==> config.mk <==
export PLATFORM = sky130hd
export DESIGN_NAME = vga_board_renderer
export DESIGN_NICKNAME = d
export VERILOG_FILES = /design/src/rtl/vga_board_renderer.sv
export SDC_FILE = /design/constraint.sdc
export NUM_CORES = 1
export LEC_CHECK = 0
export ABC_AREA = 0
export BUFFER_PORTS_ARGS = -buffer_cell sky130_fd_sc_hd__buf_2
export CORE_ASPECT_RATIO = 1.25
export CORE_MARGIN = 8
export CORE_UTILIZATION = 49
export CTS_BUF_LIST = sky130_fd_sc_hd__clkbuf_4 sky130_fd_sc_hd__clkbuf_8 sky130_fd_sc_hd__clkbuf_16
export CTS_CLUSTER_SIZE = 25
export DETAILED_ROUTE_END_ITERATION = 16
export GPL_TIMING_DRIVEN = 0
export PLACE_DENSITY = 0.73
export SYNTH_ARGS = -nofsm -noshare
export SYNTH_HDL_FRONTEND = slang
export SYNTH_SLANG_ARGS = --single-unit
==> constraint.sdc <==
create_clock -name clk -period 2 [get_ports clk]
set_input_delay 0.4 -clock clk [delete_from_list [all_inputs] [get_ports clk]]
set_output_delay 0.4 -clock clk [all_outputs]
set_load 0.01 [all_outputs]
==> src/rtl/vga_board_renderer.sv <==
// Game of Life pixel renderer: frame-synchronous shadow board, grid lines and a
// blinking edit cursor, producing 12-bit rgb two clocks after the beam position.
module vga_board_renderer #(
    parameter int H_ORIGIN     = 272,
    parameter int V_ORIGIN     = 83,
    parameter int CELL_LOG2    = 4,
    parameter int V_BLANK_LINE = 515,
    parameter int BLINK_FRAMES = 30
) (
    input  logic         clk,
    input  logic         reset_n,
    input  logic [9:0]   hCount,
    input  logic [9:0]   vCount,
    input  logic         bright,
    input  logic [255:0] board_i,
    input  logic         board_update_i,
    input  logic [3:0]   cursor_x,
    input  logic [3:0]   cursor_y,
    input  logic         cursor_en,
    output logic [11:0]  rgb,
    output logic         frame_tick_o,
    output logic         board_ack_o
);

    localparam logic [9:0] H_ORG   = 10'(H_ORIGIN);
    localparam logic [9:0] V_ORG   = 10'(V_ORIGIN);
    localparam logic [9:0] V_BLANK = 10'(V_BLANK_LINE);
    localparam logic [9:0] GRID_PX = 10'(16 << CELL_LOG2);
    localparam int         CNT_W   = (BLINK_FRAMES > 1) ? $clog2(BLINK_FRAMES) : 1;
    localparam logic [CNT_W-1:0] CNT_LAST = CNT_W'(BLINK_FRAMES - 1);

    localparam logic [11:0] RGB_BLACK  = 12'h000;
    localparam logic [11:0] RGB_OUTER  = 12'h222;
    localparam logic [11:0] RGB_CURSOR = 12'hFF0;
    localparam logic [11:0] RGB_LINE   = 12'h444;
    localparam logic [11:0] RGB_LIVE   = 12'h0F0;

    // Frame bookkeeping: vblank detection, shadow handshake, blink timer
    logic [9:0]       vcount_prev_q;
    logic             pending_q, pending_d;
    logic [255:0]     shadow_q;
    logic [CNT_W-1:0] frame_cnt_q, frame_cnt_d;
    logic             blink_q, blink_d;
    logic             frame_tick_q, board_ack_q;
    logic             vblank_evt, reload;

    assign vblank_evt = (vCount == V_BLANK) && (vcount_prev_q != V_BLANK);
    assign reload     = vblank_evt && (pending_q || board_update_i);

    always_comb begin
        pending_d   = pending_q;
        frame_cnt_d = frame_cnt_q;
        blink_d     = blink_q;
        if (vblank_evt) begin
            pending_d = 1'b0;
            if (frame_cnt_q == CNT_LAST) begin
                frame_cnt_d = '0;
                blink_d     = ~blink_q;
            end else begin
                frame_cnt_d = frame_cnt_q + 1'b1;
            end
        end else if (board_update_i) begin
            pending_d = 1'b1;
        end
    end

    always_ff @(posedge clk or negedge reset_n) begin
        if (!reset_n) begin
            vcount_prev_q <= '0;
            pending_q     <= 1'b0;
            shadow_q      <= '0;
            frame_cnt_q   <= '0;
            blink_q       <= 1'b1;
            frame_tick_q  <= 1'b0;
            board_ack_q   <= 1'b0;
        end else begin
            vcount_prev_q <= vCount;
            pending_q     <= pending_d;
            frame_cnt_q   <= frame_cnt_d;
            blink_q       <= blink_d;
            frame_tick_q  <= vblank_evt;
            board_ack_q   <= reload;
            if (reload) begin
                shadow_q <= board_i;
            end
        end
    end

    // Stage 1: geometry decode of the beam position
    logic [9:0]           dx, dy;
    logic [CELL_LOG2-1:0] dx_lo, dy_lo;
    logic                 inside_d, line_d, border_d;
    logic                 bright_q, inside_q, line_q, border_q;
    logic [3:0]           row_q, col_q;

    assign dx       = hCount - H_ORG;
    assign dy       = vCount - V_ORG;
    assign dx_lo    = dx[CELL_LOG2-1:0];
    assign dy_lo    = dy[CELL_LOG2-1:0];
    assign inside_d = (hCount >= H_ORG) && (vCount >= V_ORG) && (dx < GRID_PX) && (dy < GRID_PX);
    assign line_d   = (dx_lo == '0) || (dy_lo == '0);
    // A cell's border is its first or last pixel row/column.
    assign border_d = line_d || (&dx_lo) || (&dy_lo);

    always_ff @(posedge clk or negedge reset_n) begin
        if (!reset_n) begin
            bright_q <= 1'b0;
            inside_q <= 1'b0;
            line_q   <= 1'b0;
            border_q <= 1'b0;
            row_q    <= '0;
            col_q    <= '0;
        end else begin
            bright_q <= bright;
            inside_q <= inside_d;
            line_q   <= line_d;
            border_q <= border_d;
            row_q    <= dy[CELL_LOG2+3:CELL_LOG2];
            col_q    <= dx[CELL_LOG2+3:CELL_LOG2];
        end
    end

    // Stage 2: colour selection
    logic        cursor_hit;
    logic [11:0] rgb_d, rgb_q;

    assign cursor_hit = cursor_en && blink_q && (row_q == cursor_y) && (col_q == cursor_x);

    always_comb begin
        rgb_d = RGB_BLACK;
        if (!bright_q) begin
            rgb_d = RGB_BLACK;
        end else if (!inside_q) begin
            rgb_d = RGB_OUTER;
        end else if (cursor_hit && border_q) begin
            rgb_d = RGB_CURSOR;
        end else if (line_q) begin
            rgb_d = RGB_LINE;
        end else if (shadow_q[{row_q, col_q}]) begin
            rgb_d = RGB_LIVE;
        end
    end

    always_ff @(posedge clk or negedge reset_n) begin
        if (!reset_n) begin
            rgb_q <= '0;
        end else begin
            rgb_q <= rgb_d;
        end
    end

    assign rgb          = rgb_q;
    assign frame_tick_o = frame_tick_q;
    assign board_ack_o  = board_ack_q;

endmodule

==> results of run 1 <==
-- final cells by class --
class / instances / area [µm²]
clock buffers: 48 / 941
clock inverters: 10 / 154
inverters: 13 / 52.6
diodes: 11 / 27.5
plain buffers: 61 / 940
fillers: 1938 / 8930
repair buffers: 357 / 2530
well taps: 350 / 438
multi-input cells: 550 / 5910
flip-flops and latches: 295 / 7380
-- report_power, final --
part,total [mW],switching [mW],internal [mW]
registers,6.25,0.103,6.14
clock network,6.08,2.34,3.74
logic,1.61,0.834,0.776
-- stage by stage --
| stage | cells | hold slack [ns] | instance area, µm² |
|---|---|---|---|
| after floorplan | 919 | 0.104 | 13600 |
| after global placement | 1569 | 0.440 | 15500 |
| after detailed placement | 1571 | 0.445 | 15600 |
| after CTS | 1657 | 0.00339 | 17300 |
| after global routing | 1694 | 0.00315 | 18400 |
| final | 1695 | 0.0163 | 18400 |
-- logic make-up (layout without fill, tap and decap cells) --
group | count (synthesis) | count (layout)
xor gates and xnor gates | 16 | 16
other | 1 | 13
adders and majority gates | 3 | 3
buffers and inverters | 74 | 489
DFF | 295 | 295
muxes | 351 | 351
AOI/OAI and AO/OA | 66 | 66
and+or+nand+nor | 112 | 112
-- timing repair --
item	4_1_cts	5_1_grt
cloned	2	23
buffers inserted	17	6
pin swaps	14	13
endpoints found under the hold margin	99	0
setup endpoints to repair	263	236
hold buffers	9	0
gates resized for setup	66	110
-- state kept, by name, indices dropped and copies added, names as in the netlist --
signal,flops
shadow_q,256
inside_q,1
frame_cnt_q,5
frame_tick_o,1
pending_q,1
line_q,1
row_q,4
vcount_prev_q,10
board_ack_o,1
blink_q,1
rgb,8
border_q,1
col_q,4
bright_q,1
-- routing by layer --
metal | up-vias | GRT usage, %
met5 | - | 0
met4 | 14 | 8.33
met3 | 61 | 5.32
met2 | 287 | 40.1
met1 | 4776 | 28.5
li1 | 4201 | -
-- how the worst max path moves through the flow --
| stage | slack (ns) | cells after the start | endpoint | from |
|---|---|---|---|---|
| 6_report | -0.46 | 8 | rgb[6] | col_q[0] |
| 5_1_grt | -0.51 | 10 | rgb[6] | col_q[0] |
| 4_1_cts | -0.45 | 11 | rgb[7] | col_q[0] |
| 3_5_place_dp | -0.90 | 8 | rgb[7] | row_q[0] |
| 3_3_place_gp | -4.87 | 1 | shadow_q[2] | reset_n |
| 2_1_floorplan | -0.12 | 10 | rgb[7] | col_q[1] |
-- placed cells by master, fill, tap and decap left out, types with 4 or more instances in the layout --
cell type	netlist	routed
buf_4	10	23
nor2_1	25	23
buf_16	0	4
diode_2	0	11
buf_12	1	37
dfrtp_1	294	294
o22ai_1	11	8
mux2_4	0	13
buf_2	28	300
mux2i_1	49	48
o21ai_0	11	9
nand2_1	29	26
buf_8	0	10
xnor2_1	12	9
nand3_1	10	9
nand2b_1	5	4
clkinv_2	0	5
bufinv_16	0	4
nor3_1	13	11
mux2_2	261	248
mux4_2	38	38
clkbuf_16	0	54
o211ai_1	4	4
clkbuf_8	2	7
xor2_1	4	4
buf_6	13	9
inv_1	13	11
nor2b_1	4	4
nand4_1	4	4
dlygate4sd3_1	1	9
clkbuf_4	0	11
==> results.py, run 1 <==
metrics = {
    "logic_synthesis": {
        "syn_area_mm2": 0.0135,
        "synth-xor-area-share_pct": 1.04,
        "synth_edf_count": 0,
        "async_reset_ff_share_pct": 100,
        "synth_top_family_by_area": "multiplexers",
        "synth_area_per_cell_um2": 14.7,
        "synthAdderAreaFrac_pct": 0.279,
        "synth_common_cells": "294 x dfrtp_1, 261 x mux2_2, 49 x mux2i_1",
        "ys_top_cells_by_area": "dfrtp_1 55%, mux2_2 22%, mux4_2 6.4%",
        "synth-simple-area-share_pct": 4.23,
        "yosysMostFrequentCell": "dfrtp_1",
        "yosys_warnings": 0,
        "netlist.area_leader.share_pct": 54.6,
        "synth_cells": 918,
        "ys_seq_area_share_pct": 54.8,
        "yosys.area.top_type": "dfrtp_1",
        "synth_ff_type": "dfrtp_1",
        "synth_compound_area_share_pct": 3.56,
        "synthMuxAreaShare_pct": 32.4,
        "synth_seq_cells": 295,
        "ys_types": 63,
    },
    "min_path": {
        "min_to": "vcount_prev_q[7]",
        "hold_depth": 1,
        "hp-class": "primary input to flop",
        "hp-start": "vCount[7]",
    },
    "clocking": {
        "htreeDepth": 1,
        "clk-insertion-delay-late_ns": 0.56,
        "cts_made_buffers": 31,
        "clkTransAtPathRegs_ns": 0.06,
        "root_buffer": "clkbuf_16",
        "clkSinkCount": 295,
        "clockBufferDepth": 3,
        "cts_tree": "done",
    },
    "detailed_routing": {
        "ant_nets": 0,
        "viasPerCell": 5.51,
        "num_vias": 9339,
        "totalWireLength_mm": 40.9,
        "drt_iter0_markers": 478,
        "top_layer": "met5",
        "wl_met1_mm": 15.7,
        "met3_length_mm": 2.60,
        "wl_per_cell_um": 24.1,
        "dr_wl_met2_mm": 21.6,
        "firstDrtPassIters": 5,
        "route.detailed.drc": 0,
    },
    "floorplan": {
        "core_mm2": 0.0273,
        "io_pins": 303,
        "die_h_um": 201,
        "die_x_um": 164,
        "die_area_mm2": 0.0331,
        "initial_utilization_pct": 49.3,
        "core.rowCount": 68,
    },
    "timing": {
        "rsz0062_at_grt": "yes",
        "fmax_mhz": 406,
        "setup_ws_ns": -0.463,
        "fin_crit_sh_pct": 123,
        "tns_ns": -3.42,
        "finalMaxSlewViolations": 0,
        "period_minus_slack_ns": 2.46,
        "maxSlewHeadroom_pct": 51.7,
        "worst_pin_slew_ns": 0.725,
        "skew_ns": 0.0104,
        "setup_viol": 97,
        "hold_viol": 0,
    },
    "final_layout": {
        "drive_gt1_share_pct": 60.5,
        "postLayoutCoreUtil_pct": 67.3,
        "syn2layout_area_growth_pct": 36.4,
        "nets": 1601,
    },
    "power": {
        "irDropWorstVdd_v": 0.000714,
        "power_mw": 13.9,
        "p_leak_nw": 9.07,
        "power_density_mw_per_mm2": 758,
    },
    "grt": {
        "grt_pass1_wl_mm": 59.2,
        "track_usage_pct": 23.5,
        "grt_max_degree": 109,
        "antenna_found_initial": 18,
        "overflow": 0,
        "grt_pass1_vias": 10200,
    },
    "run": {
        "drv_cap": 0,
    },
    "critical_path": {
        "crit_buf_inv": 3,
        "r2r_slack_ns": -0.46,
        "path_cells": "buf_6 -> clkbuf_16 -> buf_8 -> mux4_2 -> a311oi_2 -> o311ai_2 -> nand4_4 -> a21oi_1",
        "worstPathRequired_ns": 2.44,
        "crit_path_max_fanout": 10,
        "start_kind": "flop",
        "reg2reg_to": "rgb[6]",
        "critical-path-max-stage-delay_ns": 0.57,
        "cp-end-kind": "flop",
        "worstPathArrival_ns": 2.90,
        "critPathKind": "flop to flop",
        "crit_path_top_delay_cell": "mux4_2",
        "rr_worst_depth": 8,
        "path_delay_family": "compound AO/OA/AOI/OAI gates",
        "reg2reg_from": "col_q[0]",
    },
    "placement": {
        "dp_hpwl_mm": 28.5,
        "gp_congestion": 0.817,
        "dp_slack_ns": -0.899,
        "io_buffers": 300,
    },
    "outcome": {
        "status": "complete, but fails checks",
        "violations": "negative setup slack",
    },
}
Note: power is estimated with default switching activity, not from simulation.
==> run 2, diff against run 1 <==
--- a/config.mk
+++ b/config.mk
@@ -9,12 +9,12 @@
 export BUFFER_PORTS_ARGS = -buffer_cell sky130_fd_sc_hd__buf_2
 export CORE_ASPECT_RATIO = 1.25
 export CORE_MARGIN = 8
-export CORE_UTILIZATION = 49
-export CTS_BUF_LIST = sky130_fd_sc_hd__clkbuf_4 sky130_fd_sc_hd__clkbuf_8 sky130_fd_sc_hd__clkbuf_16
+export CORE_UTILIZATION = 51
+export CTS_BUF_LIST = sky130_fd_sc_hd__clkbuf_4
 export CTS_CLUSTER_SIZE = 25
 export DETAILED_ROUTE_END_ITERATION = 16
 export GPL_TIMING_DRIVEN = 0
-export PLACE_DENSITY = 0.73
+export PLACE_DENSITY = 0.76
 export SYNTH_ARGS = -nofsm -noshare
 export SYNTH_HDL_FRONTEND = slang
 export SYNTH_SLANG_ARGS = --single-unit
==> run 2 against run 1 <==
- the flow still finishes with violations (negative setup slack)
- critical path depth rose by 2
- non-clock buffer count rose by 243
- via count rose by 20%
- routed wire length rose by 22%
- worst hold slack improved by 0.050 ns
- die area fell by 3.6%
- global-route usage rose by 7.5 points
- count of clock-buffer cells in the layout rose by 61
- utilization rose by 10 points
- setup slack got worse by 0.025 ns
- clock skew rose by 0.036 ns
- critical path type unchanged
==> results.py, run 2 (same netlist as run 1, synthesis figures left out) <==
metrics = {
    "timing": {
        "setup_viol": 3,
        "hold_slack_ns": 0.0665,
        "period_minus_slack_ns": 2.49,
        "fmax_mhz": 402,
        "finalMaxSlewViolations": 0,
        "worst_pin_slew_ns": 0.629,
        "hold_viol": 0,
        "setup_ws_ns": -0.488,
        "maxSlewHeadroom_pct": 58.0,
        "fin_crit_sh_pct": 124,
        "rsz0062_at_grt": "yes",
        "skew_ns": 0.0462,
    },
    "clocking": {
        "clk-insertion-delay-late_ns": 0.69,
        "htreeDepth": 3,
        "clockBufferDepth": 3,
        "clkSinkCount": 295,
        "cts_made_buffers": 76,
        "clkTransAtPathRegs_ns": 0.07,
        "cts_tree": "done",
        "root_buffer": "clkbuf_4",
    },
    "critical_path": {
        "cp-end-kind": "flop",
        "reg2reg_from": "col_q[2]",
        "worstPathArrival_ns": 3.09,
        "worst_path_most_repeated_cell": "buf_6",
        "crit_path_top_delay_cell": "dfrtp_1",
        "path_cells": "buf_6 -> buf_6 -> clkinvlp_4 -> buf_4 -> nand2_1 -> a31oi_2 -> a211oi_2 -> o311ai_2 -> nand4_4 -> o31ai_2",
        "crit_path_max_fanout": 10,
        "start_kind": "flop",
        "startpoint": "col_q[2]",
        "rr_worst_depth": 10,
        "worstPathRequired_ns": 2.60,
        "critical-path-max-stage-delay_ns": 0.38,
        "critPathKind": "flop to flop",
    },
    "grt": {
        "grt_pass1_wl_mm": 74.9,
        "antenna_found_initial": 7,
        "overflow": 0,
        "grt_pass1_vias": 12900,
        "grt_max_degree": 123,
        "track_usage_pct": 30.9,
    },
    "final_layout": {
        "fill_cells": 1480,
        "syn2layout_area_growth_pct": 49.6,
        "postLayoutCoreUtil_pct": 77.5,
        "drive_gt1_share_pct": 51.0,
        "regMostFlops": "shadow_q",
        "nets": 1889,
        "final_common_cell": "buf_2",
        "final_cell_mix": "302 x buf_2, 294 x dfrtp_1, 279 x dlygate4sd3_1",
        "fin_cells": 1993,
        "largest_reg_flops": 256,
    },
    "detailed_routing": {
        "drt_iter0_markers": 631,
        "dr_wl_met2_mm": 26.8,
        "met3_length_mm": 3.18,
        "num_vias": 11200,
        "firstDrtPassIters": 7,
        "ant_nets": 0,
        "wl_per_cell_um": 24.9,
        "route.detailed.drc": 0,
        "totalWireLength_mm": 49.7,
        "top_layer": "met4",
        "viasPerCell": 5.60,
        "wl_met1_mm": 17.2,
    },
    "min_path": {
        "hold_depth": 2,
        "hp-start": "board_i[252]",
        "hp-class": "primary input to flop",
    },
    "floorplan": {
        "core.rowCount": 66,
        "io_pins": 303,
        "die_h_um": 198,
        "initial_utilization_pct": 51.8,
        "die_x_um": 161,
        "die_area_mm2": 0.0319,
        "core_mm2": 0.0260,
    },
    "power": {
        "p_int_mw": 9.86,
        "power_density_mw_per_mm2": 671,
        "power_frac_comb_pct": 15.3,
        "clkPwrFrac_pct": 38.5,
        "irDropWorstVdd_v": 0.000451,
        "p_sw_share_pct": 27.1,
        "p_sw_mw": 3.66,
        "p_leak_nw": 9.89,
        "seq_power_share_pct": 46.2,
    },
    "placement": {
        "io_buffers": 300,
        "dp_hpwl_mm": 28.1,
        "gp_congestion": 0.808,
        "dp.cells": 1561,
    },
    "outcome": {
        "violations": "negative setup slack",
        "status": "complete, but fails checks",
    },
    "run": {
        "drv_cap": 0,
    },
}
==> run 2: final timing paths <==
kind                                      end  slack (ns)
worst min register to register         rgb[1]        0.49
worst max-delay path                   rgb[7]       -0.49
max in group asynchronous       shadow_q[236]        0.70
min in group asynchronous       shadow_q[226]        0.26
worst min-delay path            shadow_q[252]        0.07
worst max register to register         rgb[7]       -0.49
==> run 2: power by group through the flow <==
stage | registers [mW] | clock network, mW | logic (mW)
floorplan | 6.32 | 0 | 0.668
global placement | 6.34 | 0 | 1.35
detailed placement | 6.35 | 0 | 1.38
CTS | 6.24 | 5.16 | 1.96
global route | 6.26 | 5.60 | 2.18
finish | 6.25 | 5.21 | 2.07
==> run 2: area by class of cell <==
| class | count | area, µm² | share of cell area, % |
|---|---|---|---|
| plain buffers | 61 | 848 | 4.21 |
| diodes | 7 | 17.5 | 0.0869 |
| inverters | 13 | 52.6 | 0.261 |
| multi-input cells | 550 | 5880 | 29.2 |
| flip-flops and latches | 295 | 7380 | 36.6 |
| repair buffers | 600 | 4630 | 23.0 |
| well taps | 340 | 425 | 2.11 |
| clock buffers | 109 | 818 | 4.06 |
| clock inverters | 18 | 98.8 | 0.491 |
==> run 2: repair_timing <==
item | in CTS | in global routing
hold buffers | 279 | 0
setup endpoints to repair | 263 | 240
pin swaps | 14 | 8
cloned | 2 | 2
buffers inserted | 13 | 3
hold endpoints to repair | 337 | 0
resized for setup | 63 | 78
==> run 2: worst max-delay path, delay by kind of cell, from the launching register on <==
kind                   cells  cell delay (ns)
AOI/OAI and AO/OA          4             0.88
buffers and inverters      4             0.81
DFF                        1             0.38
and+or+nand+nor            2             0.32
==> run 2: layer usage <==
metal  global-route usage [%]  vias to the layer above
li1                         -                     4809
met1                     32.8                     5640
met2                     55.4                      543
met3                     7.15                      171
met4                     18.5                        0
met5                        0                        -
==> run 2: metrics by stage <==
stage                     total power [mW]  setup TNS (ns)  cell area [µm²]  setup slack (ns)
after detailed placement              7.73         -157.71            15600            -0.855
final                                 13.5           -1.37            20200            -0.488
after global placement                7.69        -1577.24            15500             -4.90
after global routing                  14.0           -3.70            20200            -0.595
after floorplan                       6.98          -0.359            13600            -0.122
after CTS                             13.4           -1.34            19700            -0.431
